==> src/rtl/uart_tx_fifo.sv <==
// Byte FIFO that feeds a UART transmitter: the host pushes bytes, the FSM pops
// one at a time, pulses tx_start, and waits for tx_done before the next pop.
//
// state | meaning
// IDLE  | nothing in flight; pops the head byte when count != 0
// START | tx_start asserted for this one cycle
// WAIT  | byte in flight; leaves on tx_done
module uart_tx_fifo #(
  parameter int DEPTH = 16,
  parameter int CW    = 5
) (
  input  logic          clk,
  input  logic          rst,
  input  logic          wr_en,
  input  logic [7:0]    wr_data,
  input  logic          tx_done,
  output logic          tx_start,
  output logic [7:0]    tx_data,
  output logic          full,
  output logic          empty,
  output logic [CW-1:0] count,
  output logic          busy,
  output logic          ovf
);

  localparam int AW = (DEPTH > 1) ? $clog2(DEPTH) : 1;

  typedef enum logic [1:0] {
    IDLE  = 2'd0,
    START = 2'd1,
    WAIT  = 2'd2
  } state_t;

  state_t         state;
  logic [7:0]     mem [DEPTH];
  logic [AW-1:0]  wr_ptr;
  logic [AW-1:0]  rd_ptr;
  logic           wr_acc;
  logic           pop;

  assign full     = (count == CW'(DEPTH));
  assign empty    = (count == '0);
  assign busy     = (state != IDLE);
  assign tx_start = (state == START);

  // A write is refused whenever full, even if a pop frees a slot this edge.
  assign wr_acc = wr_en & ~full;
  // Pop decision uses the pre-edge count, so a byte written into an empty
  // FIFO is never read out on the same edge.
  assign pop    = (state == IDLE) & ~empty;

  // Storage is left unreset so it can map onto plain RAM.
  always_ff @(posedge clk) begin
    if (wr_acc && !rst) begin
      mem[wr_ptr] <= wr_data;
    end
  end

  always_ff @(posedge clk or posedge rst) begin
    if (rst) begin
      state   <= IDLE;
      wr_ptr  <= '0;
      rd_ptr  <= '0;
      count   <= '0;
      tx_data <= 8'h00;
      ovf     <= 1'b0;
    end else begin
      ovf <= wr_en & full;

      if (wr_acc) begin
        wr_ptr <= wr_ptr + AW'(1);
      end

      case ({wr_acc, pop})
        2'b10:   count <= count + CW'(1);
        2'b01:   count <= count - CW'(1);
        default: count <= count;
      endcase

      case (state)
        IDLE: begin
          if (pop) begin
            tx_data <= mem[rd_ptr];
            rd_ptr  <= rd_ptr + AW'(1);
            state   <= START;
          end
        end
        START: state <= WAIT;
        WAIT: begin
          if (tx_done) begin
            state <= IDLE;
          end
        end
        default: state <= IDLE;
      endcase
    end
  end

endmodule

==> config.mk <==
export PLATFORM = sky130hd
export DESIGN_NAME = uart_tx_fifo
export DESIGN_NICKNAME = d
export VERILOG_FILES = /design/src/rtl/uart_tx_fifo.sv
export SDC_FILE = /design/constraint.sdc
export NUM_CORES = 1
export LEC_CHECK = 0
export ABC_AREA = 1
export CORE_UTILIZATION = 60
export DETAILED_ROUTE_END_ITERATION = 7
export PLACE_DENSITY = 0.79
export SETUP_SLACK_MARGIN = 0.05
export SKIP_LAST_GASP = 1
export SLEW_MARGIN = 5
export SYNTH_ARGS = -nofsm -noshare
export SYNTH_HDL_FRONTEND = slang
export SYNTH_SLANG_ARGS = --single-unit
==> constraint.sdc <==
create_clock -name clk -period 5 [get_ports clk]
set_input_delay 0.75 -clock clk [delete_from_list [all_inputs] [get_ports clk]]
set_output_delay 0.75 -clock clk [all_outputs]
set_load 0.1 [all_outputs]
==> results by group, run 1 <==
Global route
  – First-pass GRT wire length: around 23,000 um
  – Total GRT Usage: 0.284
  – Initial antenna violation count: 0
  – Gr ovfl total: 0
  – Pin count of the biggest net entering global routing: 68
  – Vias in the first global route: 4,478

Critical path
  – Worst Reg-to-Reg Cells: 13
  – CP peak stage delay: 1120 ps
  – Reg-to-reg endpoint: count[4]$_DFFE_PP0P_
  – Peak fanout along the critical path: 5
  – Buf+Inv Stages, Crit Path: 2
  – WS Path Type: reg -> out
  – Crit start category: flip-flop
  – Worst-path cell chain: nor4_4, nand2_2, inv_1, clkdlybuf4s50_1
  – R2R setup slack: around 2400 ps
  – Crit path arrival time: 2590 ps
  – Delay-heaviest family, CP: buffers and inverters
  – Crit. End Element: output port
  – Worst EP required: 4250 ps
  – Crit-path slowest cell: clkdlybuf4s50_1
  – R2R Path Start: count[0]$_DFFE_PP0P_

Clocking
  – # resized after CTS: 0
  – Clock Path Buffers: 2
  – Post-CTS Hold Buffers: 0
  – Worst-path clk slew: 60 ps
  – Post-CTS Setup Repair Bufs: 0
  – # H-tree levels: 4
  – Clk sinks: 152
  – CTS buffer count: 17
  – Insertion delay to the later sink of the worst-skew pair: 430 ps
  – Clk root buf: clkbuf_16
  – CTS tree: built

Power
  – PD cells: 614 nW/um^2
  – Part of the power in the clock network: 0.246
  – Switching part of the total: 0.430
  – Logic pwr share: 0.407
  – Psw: 2.03 mW
  – Worst ir drop on vdd: 651 uV
  – Leak pwr: 3.40 nW
  – P_int: 2.70 mW
  – Total power draw: 4.73 mW
  – Flop pwr share: 0.348

Synthesis
  – Top cell type by total area after synthesis: edfxtp_1
  – Synth Warn #: 0
  – Number of unique standard cell types used by synthesis: 25
  – #FFs+latches synth: 152
  – Synth top area cells: edfxtp_1 (56%), nand2_1 (12%), dfrtp_1 (8.8%)
  – Cell area after synthesis: 6830 sq um
  – Synth Flop Type: edfxtp_1
  – Mapped Nets: 706
  – Synth top area share: 0.563
  – Fraction of registers with async set/reset: 0.158
  – Sequential-to-total area share from yosys stat: 0.651
  – Post-synth EDFFs: 128
  – Syn avg cell area: 9.99 sq um
  – Syn Inst Count: 684

Timing
  – Measured slew at the worst slew-check pin: 1100 ps
  – Setup ws final: ~1700 ps
  – Final TNS setup: 0 ps
  – RSZ-0062 raised after global routing: no
  – Tmin final: 3340 ps
  – Final count of negative-setup-slack endpoints: 0
  – Worst Skew: 6.44 ps
  – Slew HR: 0.268
  – Final Max Slew Viols: 0
  – Worst hold margin: 480 ps
  – Final Cycle Share: 0.668
  – Final hold violations: 0
  – Fmax: roughly 300 MHz

Place
  – Pre-CTS setup slack: 1540 ps
  – Port bufs: 29
  – DP HPWL: 9530 um
  – Placer congestion estimate: 0.927

Job
  – Max Cap Viol: 0

Layout
  – Register area: around 4400 sq um
  – Filler Cell Count: about 760
  – Most frequent cells in the layout: nand2_1 (224), edfxtp_1 (128), inv_1 (122)
  – Commonest non-fill, non-tap cell in the layout: nand2_1
  – Final Util: 0.701
  – Nets: 730
  – Layout area overhead: 12.8%
  – Area of the multi-input gates: 1750 sq um
  – # diodes: 0
  – Share of cells above drive strength 1: 0.0541

Routing
  – First-pass DRT Iterations: 5
  – Routed WL per cell: 17.8 um
  – Via density: 5.57
  – Post-Route WL: 15,300 um
  – Initial DRC count: 508
  – Via count: 4,795
  – # DRC: 0
  – Antenna-violating nets left: 0

Hold path
  – Worst hold start: tx_data[5]$_DFFE_PP0P_
  – Hold path depth: 2
  – HP Class: reg -> reg
  – Hold EP: tx_data[5]$_DFFE_PP0P_

Floorplanning
  – Die Area: 11,800 sq um
  – Die width: roughly 110 um
  – Floorplan row count: 38
  – Core area: 11,000 sq um
  – Initial Utilization: 0.622
  – Die Ht: roughly 110 um
  – # IOs: 30

Run status
  – Status: completed
## registers in the layout, summed over array words and instances (netlist names)
| name | count |
|---|---|
| wr_ptr | 4 |
| mem | 128 |
| ovf | 1 |
| count | 5 |
| tx_data | 8 |
| state | 2 |
| rd_ptr | 4 |
## worst max-delay path by stage
stage	startpoint	endpoint	slack, ps	depth (start not counted)
finish	count[0]$_DFFE_PP0P_	full	1660	4
global route	count[0]$_DFFE_PP0P_	full	1570	4
CTS	count[0]$_DFFE_PP0P_	full	1640	4
detailed placement	rst	mem[0][0]$_DFFE_PP_	1540	5
global placement	rst	mem[0][3]$_DFFE_PP_	1660	5
floorplan	count[0]$_DFFE_PP0P_	count[4]$_DFFE_PP0P_	2100	14
## cell families after synthesis
kind of cell | after synthesis | share of synthesized area
xor gates and xnor gates | 7 | 0.00898
adders and majority gates | 10 | 0.0194
AOI/OAI and AO/OA | 8 | 0.00678
DFF | 152 | 0.651
and+or+nand+nor | 354 | 0.221
buffers and inverters | 153 | 0.0929
## layer usage
metal | GRT usage | share of wire | vias up
li1 | - | - | 2239
met1 | 0.362 | 0.39 | 2220
met2 | 0.444 | 0.47 | 293
met3 | 0.0843 | 0.11 | 43
met4 | 0.146 | 0.035 | 0
met5 | 0 | 0 | -
## worst reg2reg max path, cell delays in order, from the launching register on
cell and delay, ps:
dfrtp_1 450, nor4_4 370, nand2_2 150, nand2_4 240
ha_1 320, inv_1 80, fa_1 380, inv_1 70
nand2_1 60, nand2_1 60, a21oi_1 70, xor2_1 140
nand2_1 60, nand2_1 50
## power by group through the flow
stage / logic [mW] / clock network (mW) / registers [mW]
6_report: 1.92 / 1.16 / 1.64
2_1_floorplan: 1.12 / 0 / 1.99
3_5_place_dp: 1.89 / 0 / 1.67
4_1_cts: 1.91 / 1.17 / 1.64
5_1_grt: 2.08 / 1.22 / 1.66
3_3_place_gp: 1.85 / 0 / 1.66
## cell usage after synthesis (4+ instances only)
master / count
nand2_1: 224
edfxtp_1: 128
inv_1: 122
nand3_1: 104
dfrtp_1: 24
buf_2: 15
nor3_1: 12
ha_1: 9
nor2_1: 9
buf_4: 7
xnor2_1: 4
## per-stage QoR
step	cells	instance area, sq um
detailed placement	829	7160
finish	861	7700
global route	861	7700
CTS	861	7700
global placement	829	7160
floorplan	684	6830
## cell type report
class                      instances  share of cell area
clock inverter                    13              0.0140
timing repair buffer              33              0.0416
inverter                         125              0.0609
tap                              140              0.0227
multi-input combinational        379               0.227
clock buffer                      19              0.0562
sequential                       152               0.577
Power figures use the tool's default switching activity.
==> run 2, diff against run 1 <==
clock period = 3.1 ns   (was 5 ns; I/O delays follow)
==> results by group, run 2 (synthesized netlist as in run 1, its figures left out) <==
Run status
  – Status: completed

Timing
  – Measured slew at the worst slew-check pin: 1140 ps
  – Final Max Slew Viols: 0
  – Final TNS setup: 0 ps
  – Final count of negative-setup-slack endpoints: 0
  – Slew HR: 0.236
  – Worst Skew: between 8 and 9 ps
  – Tmin final: 2560 ps
  – Final hold violations: 0
  – RSZ-0062 raised after global routing: no
  – Fmax: 391 MHz
  – Final Cycle Share: 0.825

Layout
  – Commonest non-fill, non-tap cell in the layout: nand2_1
  – Register area: 4450 sq um
  – Area of the multi-input gates: 1750 sq um
  – Filler Cell Count: around 740
  – Largest registers: mem: 128 flops, tx_data: 8 flops, count: 5 flops
  – Nets: 748
  – Largest Register: mem
  – Share of cells above drive strength 1: 0.106
  – Final Util: 0.720
  – Layout area overhead: 15.7%
  – Most frequent cells in the layout: nand2_1 (224), edfxtp_1 (128), inv_1 (122)
  – Largest register FFs: ~130
  – # diodes: 0

Hold path
  – Hold path depth: 2
  – Worst hold start: tx_data[2]$_DFFE_PP0P_
  – HP Class: reg -> reg
  – Hold EP: tx_data[2]$_DFFE_PP0P_

Place
  – Port bufs: 29
  – Placer congestion estimate: 0.881
  – DP HPWL: roughly 9300 um

Routing
  – Uppermost layer routed: met4
  – M1 wire length: 5950 um
  – Via density: 5.47
  – Routed WL per cell: about 17 um
  – Initial DRC count: 449
  – Via count: between 4,000 and 5,000
  – Met2 WL: about 7400 um
  – Antenna-violating nets left: 0
  – Met3 Routed Length: 1260 um
  – # DRC: 0
  – Post-Route WL: 15,100 um
  – First-pass DRT Iterations: 5

Clocking
  – Post-CTS Setup Repair Bufs: 0
  – Post-CTS Hold Buffers: 0
  – Clk root buf: clkbuf_16
  – CTS buffer count: 17
  – Worst-path clk slew: 60 ps
  – Clk sinks: 152
  – # resized after CTS: 0
  – Insertion delay to the later sink of the worst-skew pair: between 400 and 500 ps
  – Clock Path Buffers: 2
  – # H-tree levels: 4
  – CTS tree: built

Critical path
  – Reg-to-reg endpoint: count[4]$_DFFE_PP0P_
  – WS Path Type: reg -> reg
  – R2R Path Start: count[0]$_DFFE_PP0P_
  – Worst EP required: between 3000 and 4000 ps
  – R2R setup slack: 540 ps
  – Peak fanout along the critical path: 19
  – Crit start category: flip-flop
  – Crit path arrival time: 2880 ps
  – Worst Reg-to-Reg Cells: 13
  – Crit. End Element: flip-flop

Global route
  – Total GRT Usage: 0.277
  – Vias in the first global route: 4,660
  – Initial antenna violation count: 0
  – Gr ovfl total: 0
  – Pin count of the biggest net entering global routing: just under 70
  – First-pass GRT wire length: about 24,000 um

Power
  – PD cells: 1010 nW/um^2
  – Worst ir drop on vdd: 967 uV
  – Leak pwr: 3.56 nW

Floorplanning
  – Die Ht: 109 um
  – # IOs: 30
  – Core area: 11,000 sq um
  – Initial Utilization: 0.622
  – Die Area: 11,800 sq um
  – Die width: 109 um
  – Floorplan row count: 38

Job
  – Max Cap Viol: 0
run 2: changes by cell type in the layout (fill, tap and decap cells not counted), sizes merged:
cell and change:
buf +35, clkdlybuf4s50 -17, clkinv -7, bufinv +4
clkinvlp +3, clkbuf -2, inv +2
run 2: where the power goes:
group | leakage [nW] | switching (mW) | internal, mW | total (mW)
Clock | 0.304 | 0.832 | 1.43 | 2.26
Combinational | 1.81 | 2.31 | 0.804 | 3.11
Sequential | 1.45 | 0.163 | 2.44 | 2.61
Total | 3.56 | 3.30 | 4.68 | 7.98
run 2: layer usage:
layer | GRT usage | vias up
met1 | 0.361 | 2248
met3 | 0.0478 | 35
met5 | 0 | -
met2 | 0.456 | 257
met4 | 0.127 | 0
li1 | - | 2266
run 2: worst max path at each step:
stage | start | slack (ps) | to | depth (start not counted)
2_1_floorplan | count[0]$_DFFE_PP0P_ | 200 | count[4]$_DFFE_PP0P_ | 14
3_3_place_gp | wr_en | 600 | count[4]$_DFFE_PP0P_ | 12
3_5_place_dp | wr_en | 540 | count[4]$_DFFE_PP0P_ | 12
4_1_cts | count[0]$_DFFE_PP0P_ | 540 | count[4]$_DFFE_PP0P_ | 13
5_1_grt | count[0]$_DFFE_PP0P_ | 350 | count[4]$_DFFE_PP0P_ | 13
6_report | count[0]$_DFFE_PP0P_ | 540 | count[4]$_DFFE_PP0P_ | 13
run 2: final cells by class:
cell class                 instances  share of cell area
sequential                       152               0.562
multi-input combinational        379               0.222
inverter                         125              0.0594
clock buffer                      17              0.0538
timing repair buffer              51              0.0522
clock inverter                    15              0.0283
tap                              140              0.0222
run 2: per-stage QoR:
| step | power (mW) | setup WS (ps) | instances | instance area [sq um] | hold WS [ps] |
|---|---|---|---|---|---|
| after detailed placement | 5.71 | 544 | 847 | 7250 | 472 |
| after CTS | 7.98 | 542 | 879 | 7900 | 487 |
| final | 7.98 | 542 | 879 | 7900 | 487 |
| after global placement | 5.60 | 603 | 847 | 7250 | 469 |
| after global routing | 8.36 | 354 | 879 | 7900 | 500 |
| after floorplan | 5.03 | 201 | 684 | 6830 | 493 |
run 2: worst max-delay path, cell delays in order, from the launching register on:
cell and delay [ps]:
dfrtp_1 460, nor4_4 370, nand2_2 160, nand2_4 200, ha_1 300, inv_1 90, fa_1 390, inv_1 70
nand2_1 60, nand2_1 60, a21oi_1 60, xor2_1 140, nand2_1 60, nand2_1 40
==> run 3, diff against run 2 <==
clock period = 2.6 ns   (was 3.1 ns; I/O delays follow)
==> results by group, run 3 (synthesized netlist as in run 1, its figures left out) <==
Layout
  – Layout area overhead: 16.6%
  – Most frequent cells in the layout: nand2_1 (224), edfxtp_1 (128), inv_1 (122)
  – Share of cells above drive strength 1: 0.124
  – Largest registers: mem: 128 flops, tx_data: 8 flops, count: 5 flops
  – Filler Cell Count: between 700 and 800
  – Largest register FFs: around 130
  – # diodes: 0
  – Commonest non-fill, non-tap cell in the layout: nand2_1
  – Design area: 7960 sq um
  – Largest Register: mem
  – Nets: between 700 and 800

Floorplanning
  – Core area: 11,000 sq um
  – Die Ht: between 100 and 150 um
  – Floorplan row count: 38
  – Die Area: 11,800 sq um
  – # IOs: 30
  – Die width: 109 um
  – Initial Utilization: 0.622

Clocking
  – # H-tree levels: 4
  – Insertion delay to the later sink of the worst-skew pair: between 400 and 500 ps
  – # resized after CTS: 0
  – Worst-path clk slew: 60 ps
  – Post-CTS Hold Buffers: 0
  – Clk sinks: approximately 150
  – Post-CTS Setup Repair Bufs: 0
  – Clock Path Buffers: 2
  – CTS tree: built
  – Clk root buf: clkbuf_16
  – CTS buffer count: 17

Global route
  – Vias in the first global route: 4,831
  – First-pass GRT wire length: 24,300 um
  – Pin count of the biggest net entering global routing: between 60 and 70
  – Gr ovfl total: 0
  – Met2 Track Usage GR: 0.462
  – Initial antenna violation count: 0
  – Met1 Track Usage GR: 0.356
  – Global route hottest layer: met2
  – GR Util met3: 0.0819
  – Total GRT Usage: 0.285

Critical path
  – WS Path Type: reg -> reg
  – Crit-path most repeated cell: nand2_1
  – Worst EP required: 2910 ps
  – Peak fanout along the critical path: 5
  – Crit. path cell count: 14
  – Crit start category: flip-flop
  – Delay-heaviest family, CP: simple AND/OR/NAND/NOR gates
  – Worst Reg-to-Reg Cells: 14
  – Worst-path cell chain: nor4_4, buf_4, nand2_2, nand2_4, ha_4, inv_1, fa_1, inv_1, nand2_1, nand2_1, a21oi_1, xor2_1, nand2_1, nand2_1
  – Buf+Inv Stages, Crit Path: 3
  – Crit path arrival time: 2720 ps
  – CP peak stage delay: between 500 and 600 ps
  – Crit-path slowest cell: dfrtp_4
  – R2R Path Start: count[0]$_DFFE_PP0P_
  – R2R setup slack: approximately 190 ps
  – Worst setup path startpoint: count[0]$_DFFE_PP0P_
  – Crit. End Element: flip-flop

Power
  – P_int: 5.49 mW
  – Psw: between 3 and 4 mW
  – Worst ir drop on vdd: 1390 uV
  – Flop pwr share: 0.332
  – PD cells: roughly 1200 nW/um^2
  – Logic pwr share: 0.410
  – Part of the power in the clock network: 0.258
  – Leak pwr: roughly 3.6 nW
  – Switching part of the total: 0.419

Timing
  – Slew HR: 0.537
  – Final count of negative-setup-slack endpoints: 0
  – Final Cycle Share: 0.926
  – Tmin final: 2410 ps
  – Final hold violations: 0
  – Worst Skew: around 9.5 ps
  – Measured slew at the worst slew-check pin: 695 ps
  – Final Max Slew Viols: 0
  – Final TNS setup: 0 ps
  – Fmax: 415 MHz
  – RSZ-0062 raised after global routing: no

Place
  – Area after DPL: roughly 7300 sq um
  – Port bufs: 29
  – Placer congestion estimate: 0.899
  – DP HPWL: 9560 um

Routing
  – Initial DRC count: 478
  – # DRC: 0
  – First-pass DRT Iterations: 7
  – Via count: 4,866
  – Post-Route WL: 15,000 um
  – Routed WL per cell: 16.9 um
  – Antenna-violating nets left: 0
  – Via density: 5.48

Hold path
  – HP Class: in -> async

Job
  – Max Cap Viol: 0

Run status
  – Status: completed
[run 3: cell count changes in the layout (fill, tap and decap cells not counted), moves of 2 or more]
| cell | delta |
|---|---|
| buf_12 | +2 |
| buf_4 | +9 |
| dfrtp_2 | +2 |
| bufinv_16 | -2 |
| dfrtp_1 | -5 |
| clkinv_2 | +2 |
| inv_6 | -2 |
| dfrtp_4 | +3 |
[run 3: per-stage QoR]
stage               instances  utilization  setup WS, ps  power [mW]  hold WS [ps]
finish                    888        0.725           192        9.46           462
global placement          852        0.668           290        6.76           472
detailed placement        852        0.668           192        6.93           474
CTS                       883        0.722           181        9.37           460
global route              888        0.725          55.6        9.98           482
floorplan                 684            -          64.0        6.04           439
[run 3: power by group through the flow]
stage          combinational (mW)  sequential (mW)  clock (mW)
6_report                     3.88             3.14        2.44
5_1_grt                      4.24             3.17        2.57
4_1_cts                      3.77             3.14        2.46
3_5_place_dp                 3.74             3.18           0
3_3_place_gp                 3.59             3.16           0
2_1_floorplan                2.19             3.86           0
[run 3: per-layer routing]
metal,up-vias,share of wire
met2,227,0.50
met5,-,0
li1,2284,-
met3,38,0.074
met1,2317,0.40
met4,0,0.025
[run 3: path summary, 6_finish.rpt]
path,endpoint
min,wr_ptr[0]$_DFFE_PP0P_
max,count[4]$_DFFE_PP0P_
min in group clk,tx_data[0]$_DFFE_PP0P_
max in group asynchronous,count[1]$_DFFE_PP0P_
max reg2reg,count[4]$_DFFE_PP0P_
min reg2reg,tx_data[0]$_DFFE_PP0P_
[run 3: worst reg2reg max path, stage by stage (launching register included)]
cell     delay (ps)
dfrtp_4         520
nor4_4          320
buf_4           170
nand2_2          80
nand2_4          90
ha_4            160
inv_1            60
fa_1            390
inv_1            70
nand2_1          60
nand2_1          60
a21oi_1          60
xor2_1          140
nand2_1          60
nand2_1          50
[run 3: final cells by class]
class                   instances  area [sq um]  share of cell area
flip-flops and latches        152          4460               0.560
multi-input cells             379          1760               0.222
repair buffers                 61           510              0.0641
inverters                     125           469              0.0589
clock buffers                  18           429              0.0539
well taps                     140           175              0.0220
clock inverters                13           156              0.0196
